==> config.mk <==
export PLATFORM = sky130hd
export DESIGN_NAME = ecc_scrubber_6
export DESIGN_NICKNAME = d
export VERILOG_FILES = /design/src/rtl/ecc_scrub_pkg_6.sv /design/src/rtl/ecc_scrubber_6_sat_counter.sv /design/src/rtl/ecc_scrubber_6.sv
export SDC_FILE = /design/constraint.sdc
export NUM_CORES = 1
export LEC_CHECK = 0
export BUFFER_PORTS_ARGS = -buffer_cell sky130_fd_sc_hd__buf_4
export CORE_ASPECT_RATIO = 1.4
export CORE_MARGIN = 3
export CORE_UTILIZATION = 56
export DETAILED_ROUTE_END_ITERATION = 12
export GPL_ROUTABILITY_DRIVEN = 0
export PLACE_DENSITY = 0.86
export SYNTH_ARGS = -nofsm -noshare
export SYNTH_HDL_FRONTEND = slang
export SYNTH_SLANG_ARGS = --single-unit
==> constraint.sdc <==
create_clock -name clock -period 3.4 [get_ports clock]
set_input_delay 0.17 -clock clock [delete_from_list [all_inputs] [get_ports clock]]
set_output_delay 0.17 -clock clock [all_outputs]
set_load 0.1 [all_outputs]
==> src/rtl/ecc_scrub_pkg_6.sv <==
// Shared types and constants for the background ECC scrubber.
package ecc_scrub_pkg_6;

  // Geometry of the protected word as seen by the corrector.
  localparam int ECC_DATA_W = 26;
  localparam int ECC_CHK_W  = 5;

  // Scrub sequencing states.
  typedef enum logic [2:0] {
    ST_IDLE  = 3'd0,
    ST_READ  = 3'd1,
    ST_CHECK = 3'd2,
    ST_WRITE = 3'd3,
    ST_NEXT  = 3'd4
  } scrub_state_t;

endpackage

==> src/rtl/ecc_scrubber_6_sat_counter.sv <==
// Saturating event counter with a synchronous clear that beats increment.
module scrub_sat_counter
  import ecc_scrub_pkg_6::*;
#(
  parameter int W = 16
) (
  input  logic         clock,
  input  logic         reset_n,
  input  logic         i_inc,
  input  logic         i_clr,
  output logic [W-1:0] o_count
);

  logic [W-1:0] r_count;

  // Clear wins over a same-cycle increment; the count sticks at all-ones.
  always_ff @(posedge clock or negedge reset_n) begin
    if (!reset_n) begin
      r_count <= '0;
    end else if (i_clr) begin
      r_count <= '0;
    end else if (i_inc && (r_count != {W{1'b1}})) begin
      r_count <= r_count + 1'b1;
    end
  end

  assign o_count = r_count;

endmodule

==> src/rtl/ecc_scrubber_6.sv <==
// Background scrub controller: walks the bank, writes back corrected words,
// counts correctable/uncorrectable events and logs the first bad address.
module ecc_scrubber_6
  import ecc_scrub_pkg_6::*;
#(
  parameter int DATA_W   = ECC_DATA_W,
  parameter int ADDR_W   = 6,
  parameter int DEPTH    = 64,
  parameter int INTERVAL = 1024,
  parameter int CNT_W    = 16
) (
  input  logic              clock,
  input  logic              reset_n,
  input  logic              enable,
  input  logic              host_busy,
  output logic              mem_rd_en,
  output logic              mem_wr_en,
  output logic [ADDR_W-1:0] mem_addr,
  output logic [DATA_W-1:0] mem_wr_data,
  input  logic [DATA_W-1:0] mem_raw_data,
  input  logic [DATA_W-1:0] mem_corr_data,
  input  logic              mem_uncorr,
  output logic [CNT_W-1:0]  corr_count,
  output logic [CNT_W-1:0]  uncorr_count,
  output logic              err_valid,
  output logic [ADDR_W-1:0] err_addr,
  input  logic              err_clr,
  output logic              pass_done
);

  // Timer only needs to reach INTERVAL-1; keep at least one bit.
  localparam int                TMR_W    = (INTERVAL > 1) ? $clog2(INTERVAL) : 1;
  localparam logic [TMR_W-1:0]  TMR_LAST = TMR_W'(INTERVAL - 1);
  localparam logic [ADDR_W-1:0] PTR_LAST = ADDR_W'(DEPTH - 1);

  scrub_state_t       r_state;
  scrub_state_t       w_state_next;
  logic [ADDR_W-1:0]  r_ptr;
  logic [TMR_W-1:0]   r_timer;
  logic [DATA_W-1:0]  r_wr_data;
  logic               r_err_valid;
  logic [ADDR_W-1:0]  r_err_addr;

  logic w_rd_en;
  logic w_wr_en;
  logic w_timer_inc;
  logic w_timer_clr;
  logic w_ptr_step;
  logic w_latch;
  logic w_corr_inc;
  logic w_uncorr_inc;
  logic w_capture;
  logic w_pass_done;

  // State register.
  always_ff @(posedge clock or negedge reset_n) begin
    if (!reset_n) begin
      r_state <= ST_IDLE;
    end else begin
      r_state <= w_state_next;
    end
  end

  // Next-state and control decode. Strobes are gated by host_busy in the
  // same cycle so the scrubber never collides with a host access; dropping
  // enable outside IDLE abandons the current word and restarts the wait.
  always_comb begin
    w_state_next = r_state;
    w_rd_en      = 1'b0;
    w_wr_en      = 1'b0;
    w_timer_inc  = 1'b0;
    w_timer_clr  = 1'b0;
    w_ptr_step   = 1'b0;
    w_latch      = 1'b0;
    w_corr_inc   = 1'b0;
    w_uncorr_inc = 1'b0;
    w_capture    = 1'b0;
    w_pass_done  = 1'b0;
    case (r_state)
      ST_IDLE: begin
        if (enable) begin
          if (r_timer == TMR_LAST) begin
            w_timer_clr  = 1'b1;
            w_state_next = ST_READ;
          end else begin
            w_timer_inc = 1'b1;
          end
        end
      end
      ST_READ: begin
        if (!enable) begin
          w_timer_clr  = 1'b1;
          w_state_next = ST_IDLE;
        end else if (!host_busy) begin
          w_rd_en      = 1'b1;
          w_state_next = ST_CHECK;
        end
      end
      ST_CHECK: begin
        if (!enable) begin
          w_timer_clr  = 1'b1;
          w_state_next = ST_IDLE;
        end else if (mem_uncorr) begin
          w_uncorr_inc = 1'b1;
          w_capture    = 1'b1;
          w_state_next = ST_NEXT;
        end else if (mem_raw_data != mem_corr_data) begin
          w_corr_inc   = 1'b1;
          w_latch      = 1'b1;
          w_state_next = ST_WRITE;
        end else begin
          w_state_next = ST_NEXT;
        end
      end
      ST_WRITE: begin
        if (!enable) begin
          w_timer_clr  = 1'b1;
          w_state_next = ST_IDLE;
        end else if (!host_busy) begin
          w_wr_en      = 1'b1;
          w_state_next = ST_NEXT;
        end else begin
          // Host may have rewritten the word: latched data is stale, re-read.
          w_state_next = ST_READ;
        end
      end
      ST_NEXT: begin
        if (!enable) begin
          w_timer_clr  = 1'b1;
          w_state_next = ST_IDLE;
        end else begin
          w_ptr_step   = 1'b1;
          w_pass_done  = (r_ptr == PTR_LAST);
          w_state_next = ST_IDLE;
        end
      end
      default: begin
        w_state_next = ST_IDLE;
      end
    endcase
  end

  // Inter-scrub interval timer.
  always_ff @(posedge clock or negedge reset_n) begin
    if (!reset_n) begin
      r_timer <= '0;
    end else if (w_timer_clr) begin
      r_timer <= '0;
    end else if (w_timer_inc) begin
      r_timer <= r_timer + 1'b1;
    end
  end

  // Address pointer, wrapping after the last scrubbed word.
  always_ff @(posedge clock or negedge reset_n) begin
    if (!reset_n) begin
      r_ptr <= '0;
    end else if (w_ptr_step) begin
      r_ptr <= (r_ptr == PTR_LAST) ? '0 : r_ptr + 1'b1;
    end
  end

  // Corrected-word holding register for the write-back.
  always_ff @(posedge clock or negedge reset_n) begin
    if (!reset_n) begin
      r_wr_data <= '0;
    end else if (w_latch) begin
      r_wr_data <= mem_corr_data;
    end
  end

  // First-uncorrectable log; a coincident clear drops the new event.
  always_ff @(posedge clock or negedge reset_n) begin
    if (!reset_n) begin
      r_err_valid <= 1'b0;
      r_err_addr  <= '0;
    end else if (err_clr) begin
      r_err_valid <= 1'b0;
      r_err_addr  <= '0;
    end else if (w_capture && !r_err_valid) begin
      r_err_valid <= 1'b1;
      r_err_addr  <= r_ptr;
    end
  end

  scrub_sat_counter #(.W(CNT_W)) u_corr_cnt (
    .clock   (clock),
    .reset_n (reset_n),
    .i_inc   (w_corr_inc),
    .i_clr   (err_clr),
    .o_count (corr_count)
  );

  scrub_sat_counter #(.W(CNT_W)) u_uncorr_cnt (
    .clock   (clock),
    .reset_n (reset_n),
    .i_inc   (w_uncorr_inc),
    .i_clr   (err_clr),
    .o_count (uncorr_count)
  );

  assign mem_rd_en   = w_rd_en;
  assign mem_wr_en   = w_wr_en;
  assign mem_addr    = r_ptr;
  assign mem_wr_data = r_wr_data;
  assign err_valid   = r_err_valid;
  assign err_addr    = r_err_addr;
  assign pass_done   = w_pass_done;

endmodule

==> results of run 1 <==
routing by layer:
layer / global-route usage / wire (µm)
met5: 0 / 0
met1: 0.294 / 3890
met3: 0.0764 / 871
met4: 0.103 / 193
met2: 0.415 / 5220
path summary, 6_finish.rpt:
check,from,to,slack [ns],depth (start not counted)
hold / removal,reset_n,u_uncorr_cnt.o_count[10]$_DFFE_PN0P_,-0.03,1
setup reg to reg,r_state[2]$_DFFE_PN0P_,u_corr_cnt.o_count[12]$_DFFE_PN0P_,1.10,6
hold reg to reg,err_addr[5]$_DFFE_PN0P_,err_addr[5]$_DFFE_PN0P_,0.49,2
setup / recovery,r_state[0]$_DFFE_PN0P_,pass_done,1.05,5
min in group clock,mem_corr_data[10],mem_wr_data[10]$_DFFE_PN0P_,0.05,2
max in group asynchronous,reset_n,r_timer[1]$_DFFE_PN0P_,2.77,1
metrics by stage:
stage / util / setup WS (ns) / instance area, µm²
CTS: 0.755 / 1.04 / 5590
finish: 0.755 / 1.05 / 5590
global placement: 0.726 / 1.02 / 5370
global route: 0.755 / 0.906 / 5590
floorplan: - / 0.295 / 4330
detailed placement: 0.726 / 0.985 / 5370
cell type report:
cell class                      count  area (µm²)
Multi-Input combinational cell    305        2120
Clock inverter                      4        72.6
Clock buffer                       12         145
Sequential cell                    84        2100
Timing Repair Buffer              134        1010
Tap cell                           97         121
Fill cell                         517        1820
Inverter                            7        26.3
where the power goes:
| part | leakage (nW) | switching [W] | internal (W) |
|---|---|---|---|
| Sequential | 1.15 | 0.0000450 | 0.00104 |
| Combinational | 1.40 | 0.000209 | 0.000129 |
| Clock | 0.107 | 0.000353 | 0.000433 |
registers in the layout (all words and copies together) (netlist names):
name	flops
r_timer	10
err_valid	1
r_state	3
u_corr_cnt.o_count	16
u_uncorr_cnt.o_count	16
mem_addr	6
mem_wr_data	26
err_addr	6
worst max-delay path, delay by kind of cell (launching register included):
family,cells,cell delay (ns)
flip-flops,1,0.48
AND/OR/NAND/NOR,4,1.00
buffers and inverters,1,0.35
cell usage in the layout (no fill, tap or decap), types with 9 or more instances in the layout:
master / netlist / routed
nand2_1: 23 / 23
nand3_1: 19 / 19
clkbuf_8: 0 / 10
xor2_1: 28 / 28
mux2_2: 36 / 36
nor2_1: 43 / 43
o21ai_0: 16 / 16
buf_4: 1 / 134
dfrtp_1: 84 / 84
nor2b_1: 12 / 12
nand2b_1: 9 / 9
a21oi_1: 9 / 9
nor4_1: 9 / 9
nand4_1: 13 / 13
xnor2_1: 24 / 24
cell families after synthesis:
kind of cell | count (synthesis) | synth area share
AND/OR/NAND/NOR | 170 | 0.214
flip-flops | 84 | 0.486
XOR/XNOR | 52 | 0.105
AO/OA/AOI/OAI | 41 | 0.0587
multiplexers | 38 | 0.0984
buffers and inverters | 25 | 0.0257
adder cells (fa/ha/maj) | 4 | 0.0116
==> qor.txt, run 1 <==
Cts repair resizes -> 0
Final Power -> 0.00221 W
Top-area cell type share of the netlist area -> 0.486
Pwr dens -> 396 mW/mm²
Remaining antenna violation count after routing -> 0
Area contributors post-synth -> dfrtp_1 (49%), mux2_2 (9.4%), xor2_1 (5.7%), xnor2_1 (4.9%), nor2_1 (3.7%)
Worst Max-Slew Pin Slew -> 1.03 ns
Row cnt -> 37
Ys Warns -> 0
First-pass GRT wire length -> 16800 µm
Die span in x -> 80.3 µm
Hold buffers post-CTS -> 0
Final Setup Violations -> 0
Deepest clock path buffer count -> 2
Number of enable flip-flop cells after synthesis -> 0
Max Freq -> 425 MHz
Post-DP HPWL -> 7620 µm
Startpoint types -> register
Area delta synth->final -> 29.3%
# diodes -> 0
Synth Register Bits -> 84
Cell variety after synth -> 49
Postcts setup bufs -> 0
Max-Cap Viols -> 0
HP Class -> in2async
Worst endpoint required time -> 3.23 ns
Core area -> 0.00741 mm²
# DRC -> 0
Net Count, Synth -> 476
Top-Level Pins -> 132
Violated checks -> negative hold slack
Die height -> 110 µm
CP peak stage delay -> 0.48 ns
DRT Wirelength -> 10200 µm
Setup TNS -> 0 ns
Final Cycle Share -> 0.692
Crit-path cells -> nor2_1, and3_1, nand4_1, nor2_1, buf_4
Ys flop type -> dfrtp_1
CP Capture Type -> primary output
Vias per inst -> 5.61
Total grt overflow -> 0
DRT Pass-1 Iters -> 4
Vias in the first global route -> 3684
Cells after DPL -> 627
Max stage delay cell, worst path -> dfrtp_1
CP arrival -> 2.18 ns
Mapped cell area -> 0.00433 mm²
Commonest cells in the netlist -> dfrtp_1 (84), nor2_1 (43), mux2_2 (36), xor2_1 (28), xnor2_1 (24)
Nets -> 603
Peak supply drop -> 0.000338 V
Root Buffer -> clkbuf_8
Relative slew slack -> 0.314
Count leader, synth -> dfrtp_1
Clock skew -> 0.00790 ns
Ys async rst share -> 1.00
Pleak -> 2.66 nW
Most frequent CP cell -> nor2_1
Initial antenna violation count -> 0
Sequential area share after synthesis -> 0.486
H-tree depth -> 3
Hold_ws -> -0.0315 ns
Wire per inst -> 15.8 µm
Final slew viol count -> 0
Crit-path max FO -> 10
Initial Util -> 0.584
Synthesized netlist cell count -> 414
Synth area leader -> dfrtp_1
Crit path kind -> reg2out
Clk Latency, worst-skew pair -> 0.36 ns
CTS buffer count -> 9
Status -> finished with violations
Layout cells sized above 1 -> 0.352
Final Critical Period -> 2.35 ns
Cell Count, Final, Fillers Out -> 643
GR Util All Layers -> 0.247
Worst-path clk slew -> 0.08 ns
CTS tree -> yes
Routed via count -> 3605
Post-Syn Area per Cell -> 10.4 µm²
Starting DRT DRC Count -> 166
Die ar. -> 0.00883 mm²
Clk sinks -> 84
PortBufs -> 131
Largest net degree at the start of global routing -> 85
RSZ-0062 raised after global routing -> false
Final Hold Viols -> 7
(Power assumes the default switching activity.)
==> run 2: changes to the inputs <==
- ABC_AREA: unset -> 1
- CORE_UTILIZATION: 56 -> 53
- PLACE_DENSITY: 0.86 -> 0.81
- clock period: 3.4 -> 2.2 ns (I/O delays scaled with it)
==> qor.txt, run 2 <==
Status -> finished clean (was finished with violations)
GR Util All Layers -> 0.243 (was 0.247)
Pwr dens -> 627 mW/mm² (was 396 mW/mm²)
Commonest non-fill, non-tap cell in the layout -> nand2_1 (was buf_4)
Worst endpoint required time -> 2.42 ns (was 3.23 ns)
Row cnt -> 40 (was 37)
Post-Syn Area per Cell -> 7.32 µm² (was 10.4 µm²)
Max Freq -> 508 MHz
Wire per inst -> 13.5 µm (was 15.8 µm)
Final Hold Viols -> 0 (was 7)
# fillers -> 669 (was 517)
Top-Level Pins -> 132 (unchanged)
Clock skew -> 0.00730 ns (was 0.00790 ns)
Crit path kind -> in2reg (was reg2out)
CTS buffer count -> 9 (unchanged)
Starting DRT DRC Count -> 249 (was 166)
Synthesized netlist cell count -> 650 (was 414)
Vias in the first global route -> 4595 (was 3684)
Cell variety after synth -> 37 (was 49)
Area delta synth->final -> 30.9% (was 29.3%)
Nets -> 853 (was 603)
Dpl ws -> 0.339 ns (was 0.985 ns)
Die span in x -> 86.1 µm (was 80.3 µm)
Vias per inst -> 5.18 (was 5.61)
Deepest clock path buffer count -> 2 (unchanged)
Remaining antenna violation count after routing -> 0 (unchanged)
Count leader, synth -> nand2_1 (was dfrtp_1)
Met2 WL -> 6470 µm (was 5220 µm)
Crit-path max FO -> 15 (was 10)
Met3 routed WL -> 719 µm (was 871 µm)
Number of enable flip-flop cells after synthesis -> 0 (unchanged)
DRT Wirelength -> 12200 µm (was 10200 µm)
Clk Latency, worst-skew pair -> 0.34 ns (was 0.36 ns)
Relative slew slack -> 0.693 (was 0.314)
Initial Util -> 0.549 (was 0.584)
Uppermost routed layer -> met4 (unchanged)
Top-area cell type share of the netlist area -> 0.442 (was 0.486)
Clk sinks -> 84 (unchanged)
Layout cells sized above 1 -> 0.219 (was 0.352)
Postcts setup bufs -> 0 (unchanged)
# DRC -> 0 (unchanged)
First-pass GRT wire length -> 20000 µm (was 16800 µm)
Net Count, Synth -> 712 (was 476)
Die ar. -> 0.0102 mm² (was 0.00883 mm²)
Routed via count -> 4657 (was 3605)
Mapped cell area -> 0.00476 mm² (was 0.00433 mm²)
Root Buffer -> clkbuf_16 (was clkbuf_8)
Ys async rst share -> 1.00 (unchanged)
Met1 Wirelength -> 4610 µm (was 3890 µm)
Peak supply drop -> 0.000462 V (was 0.000338 V)
Worst-path clk slew -> 0.06 ns (was 0.08 ns)
Final worst-path setup slack -> 0.231 ns (was 1.05 ns)
Ys Warns -> 0 (unchanged)
# diodes -> 0 (unchanged)
Total grt overflow -> 0 (unchanged)
Final Setup Violations -> 0 (unchanged)
Startpoint types -> input pin (was register)
Final slew viol count -> 0 (unchanged)
Post-DP HPWL -> 9010 µm (was 7620 µm)
PortBufs -> 131 (unchanged)
CP Capture Type -> register (was primary output)
Largest register FFs -> 26 (unchanged)
Worst Max-Slew Pin Slew -> 0.459 ns (was 1.03 ns)
DRT Pass-1 Iters -> 5 (was 4)
Area contributors post-synth -> dfrtp_1 (44%), nand2_1 (17%), inv_1 (6.6%), nor2_1 (5.9%), nand3_1 (4.8%) (was dfrtp_1 (49%), mux2_2 (9.4%), xor2_1 (5.7%), xnor2_1 (4.9%), nor2_1 (3.7%))
Final Cycle Share -> 0.895
Initial antenna violation count -> 0 (unchanged)
CTS tree -> yes (unchanged)
Max-Cap Viols -> 0 (unchanged)
Final Cell Area -> 0.00623 mm² (was 0.00559 mm²)
Synth Register Bits -> 84 (unchanged)
Ys flop type -> dfrtp_1 (unchanged)
HP Class -> in2reg (was in2async)
Commonest cells in the netlist -> nand2_1 (210), dfrtp_1 (84), inv_1 (83), nor2_1 (75), nand3_1 (46) (was dfrtp_1 (84), nor2_1 (43), mux2_2 (36), xor2_1 (28), xnor2_1 (24))
Setup TNS -> 0 ns (unchanged)
Placed inst area -> 0.00583 mm² (was 0.00537 mm²)
Final Critical Period -> 1.97 ns
H-tree depth -> 3 (unchanged)
CP arrival -> 2.19 ns (was 2.18 ns)
Largest net degree at the start of global routing -> 52 (was 85)
Die height -> 118 µm (was 110 µm)
Sequential area share after synthesis -> 0.442 (was 0.486)
Pleak -> 3.38 nW (was 2.66 nW)
RSZ-0062 raised after global routing -> false (unchanged)
Synth area leader -> dfrtp_1 (unchanged)
Core area -> 0.00866 mm² (was 0.00741 mm²)
Most frequent cells in the layout -> nand2_1 (210), buf_4 (133), inv_1 (83) (was buf_4 (134), dfrtp_1 (84), nor2_1 (43))
run 2: cell types whose count changed after synthesis, sizes merged, moves of 8 or more:
cell    change
nand2b     -10
inv        +79
o21ai      +17
nor2b      -12
mux2       -36
a21oi      +10
nor2       +36
xnor2      -21
nand2     +190
nor4        -8
and3        -8
nand3      +32
run 2: final timing paths:
kind,start,endpoint,slack [ns],cells after the start
worst max-delay path,mem_corr_data[11],mem_wr_data[15]$_DFFE_PN0P_,0.23,11
worst min-delay path,mem_corr_data[13],mem_wr_data[13]$_DFFE_PN0P_,0.003,3
worst max register to register,r_state[2]$_DFFE_PN0P_,u_uncorr_cnt.o_count[14]$_DFFE_PN0P_,0.32,11
worst min register to register,err_addr[5]$_DFFE_PN0P_,err_addr[5]$_DFFE_PN0P_,0.48,2
max in group asynchronous,reset_n,mem_wr_data[24]$_DFFE_PN0P_,1.32,3
min in group asynchronous,reset_n,u_uncorr_cnt.o_count[8]$_DFFE_PN0P_,0.26,2
run 2: cell families (layout without fill, tap and decap cells):
| family | Yosys count | count (layout) | share of synthesized area |
|---|---|---|---|
| fa+ha+maj | 4 | 4 | 0.0105 |
| buf+inv | 103 | 247 | 0.0908 |
| compound gates | 60 | 60 | 0.0676 |
| xor+xnor | 26 | 26 | 0.0479 |
| flops | 84 | 84 | 0.442 |
| simple gates | 373 | 373 | 0.341 |
run 2: critical path: stages:
cell	delay, ns
dlygate4sd3_1	0.56
buf_4	0.15
xor2_1	0.15
nor2_1	0.08
nand2_1	0.06
nor2_1	0.16
nand3_2	0.16
nand3_2	0.26
inv_1	0.29
nand2_1	0.15
nand2_1	0.05
run 2: metrics by stage:
| step | std cells | hold WS, ns | power, W | utilization |
|---|---|---|---|---|
| 2_1_floorplan | 650 | -0.186 | 0.00216 | - |
| 3_3_place_gp | 875 | 0.0837 | 0.00238 | 0.674 |
| 3_5_place_dp | 875 | 0.0951 | 0.00240 | 0.674 |
| 4_1_cts | 899 | 0.000211 | 0.00391 | 0.719 |
| 5_1_grt | 899 | 0.0187 | 0.00406 | 0.719 |
| 6_report | 899 | 0.00277 | 0.00390 | 0.719 |
run 2: what timing repair did:
item	in CTS	in global routing
hold buffers	10	0
resized for setup	0	1
endpoints found under the setup margin	0	1
endpoints found under the hold margin	42	0
run 2: layout make-up:
type,instances,area (µm²),area share
Clock inverter,2,35.0,0.00563
Timing Repair Buffer,145,1140,0.183
Tap cell,105,131,0.0211
Inverter,88,330,0.0531
Clock buffer,12,256,0.0412
Sequential cell,84,2100,0.338
Multi-Input combinational cell,463,2230,0.358
run 2: metal layers:
layer / GRT usage / up-vias
met5: 0 / -
met4: 0.114 / 0
met3: 0.0490 / 28
met2: 0.431 / 146
met1: 0.272 / 2158
li1: - / 2325
run 2: where the power goes:
group	internal [W]	leakage, nW	total [W]	switching [W]
Combinational	0.000225	2.12	0.000664	0.000439
Sequential	0.00165	1.12	0.00173	0.0000866
Clock	0.000927	0.145	0.00151	0.000581
Total	0.00280	3.38	0.00390	0.00111
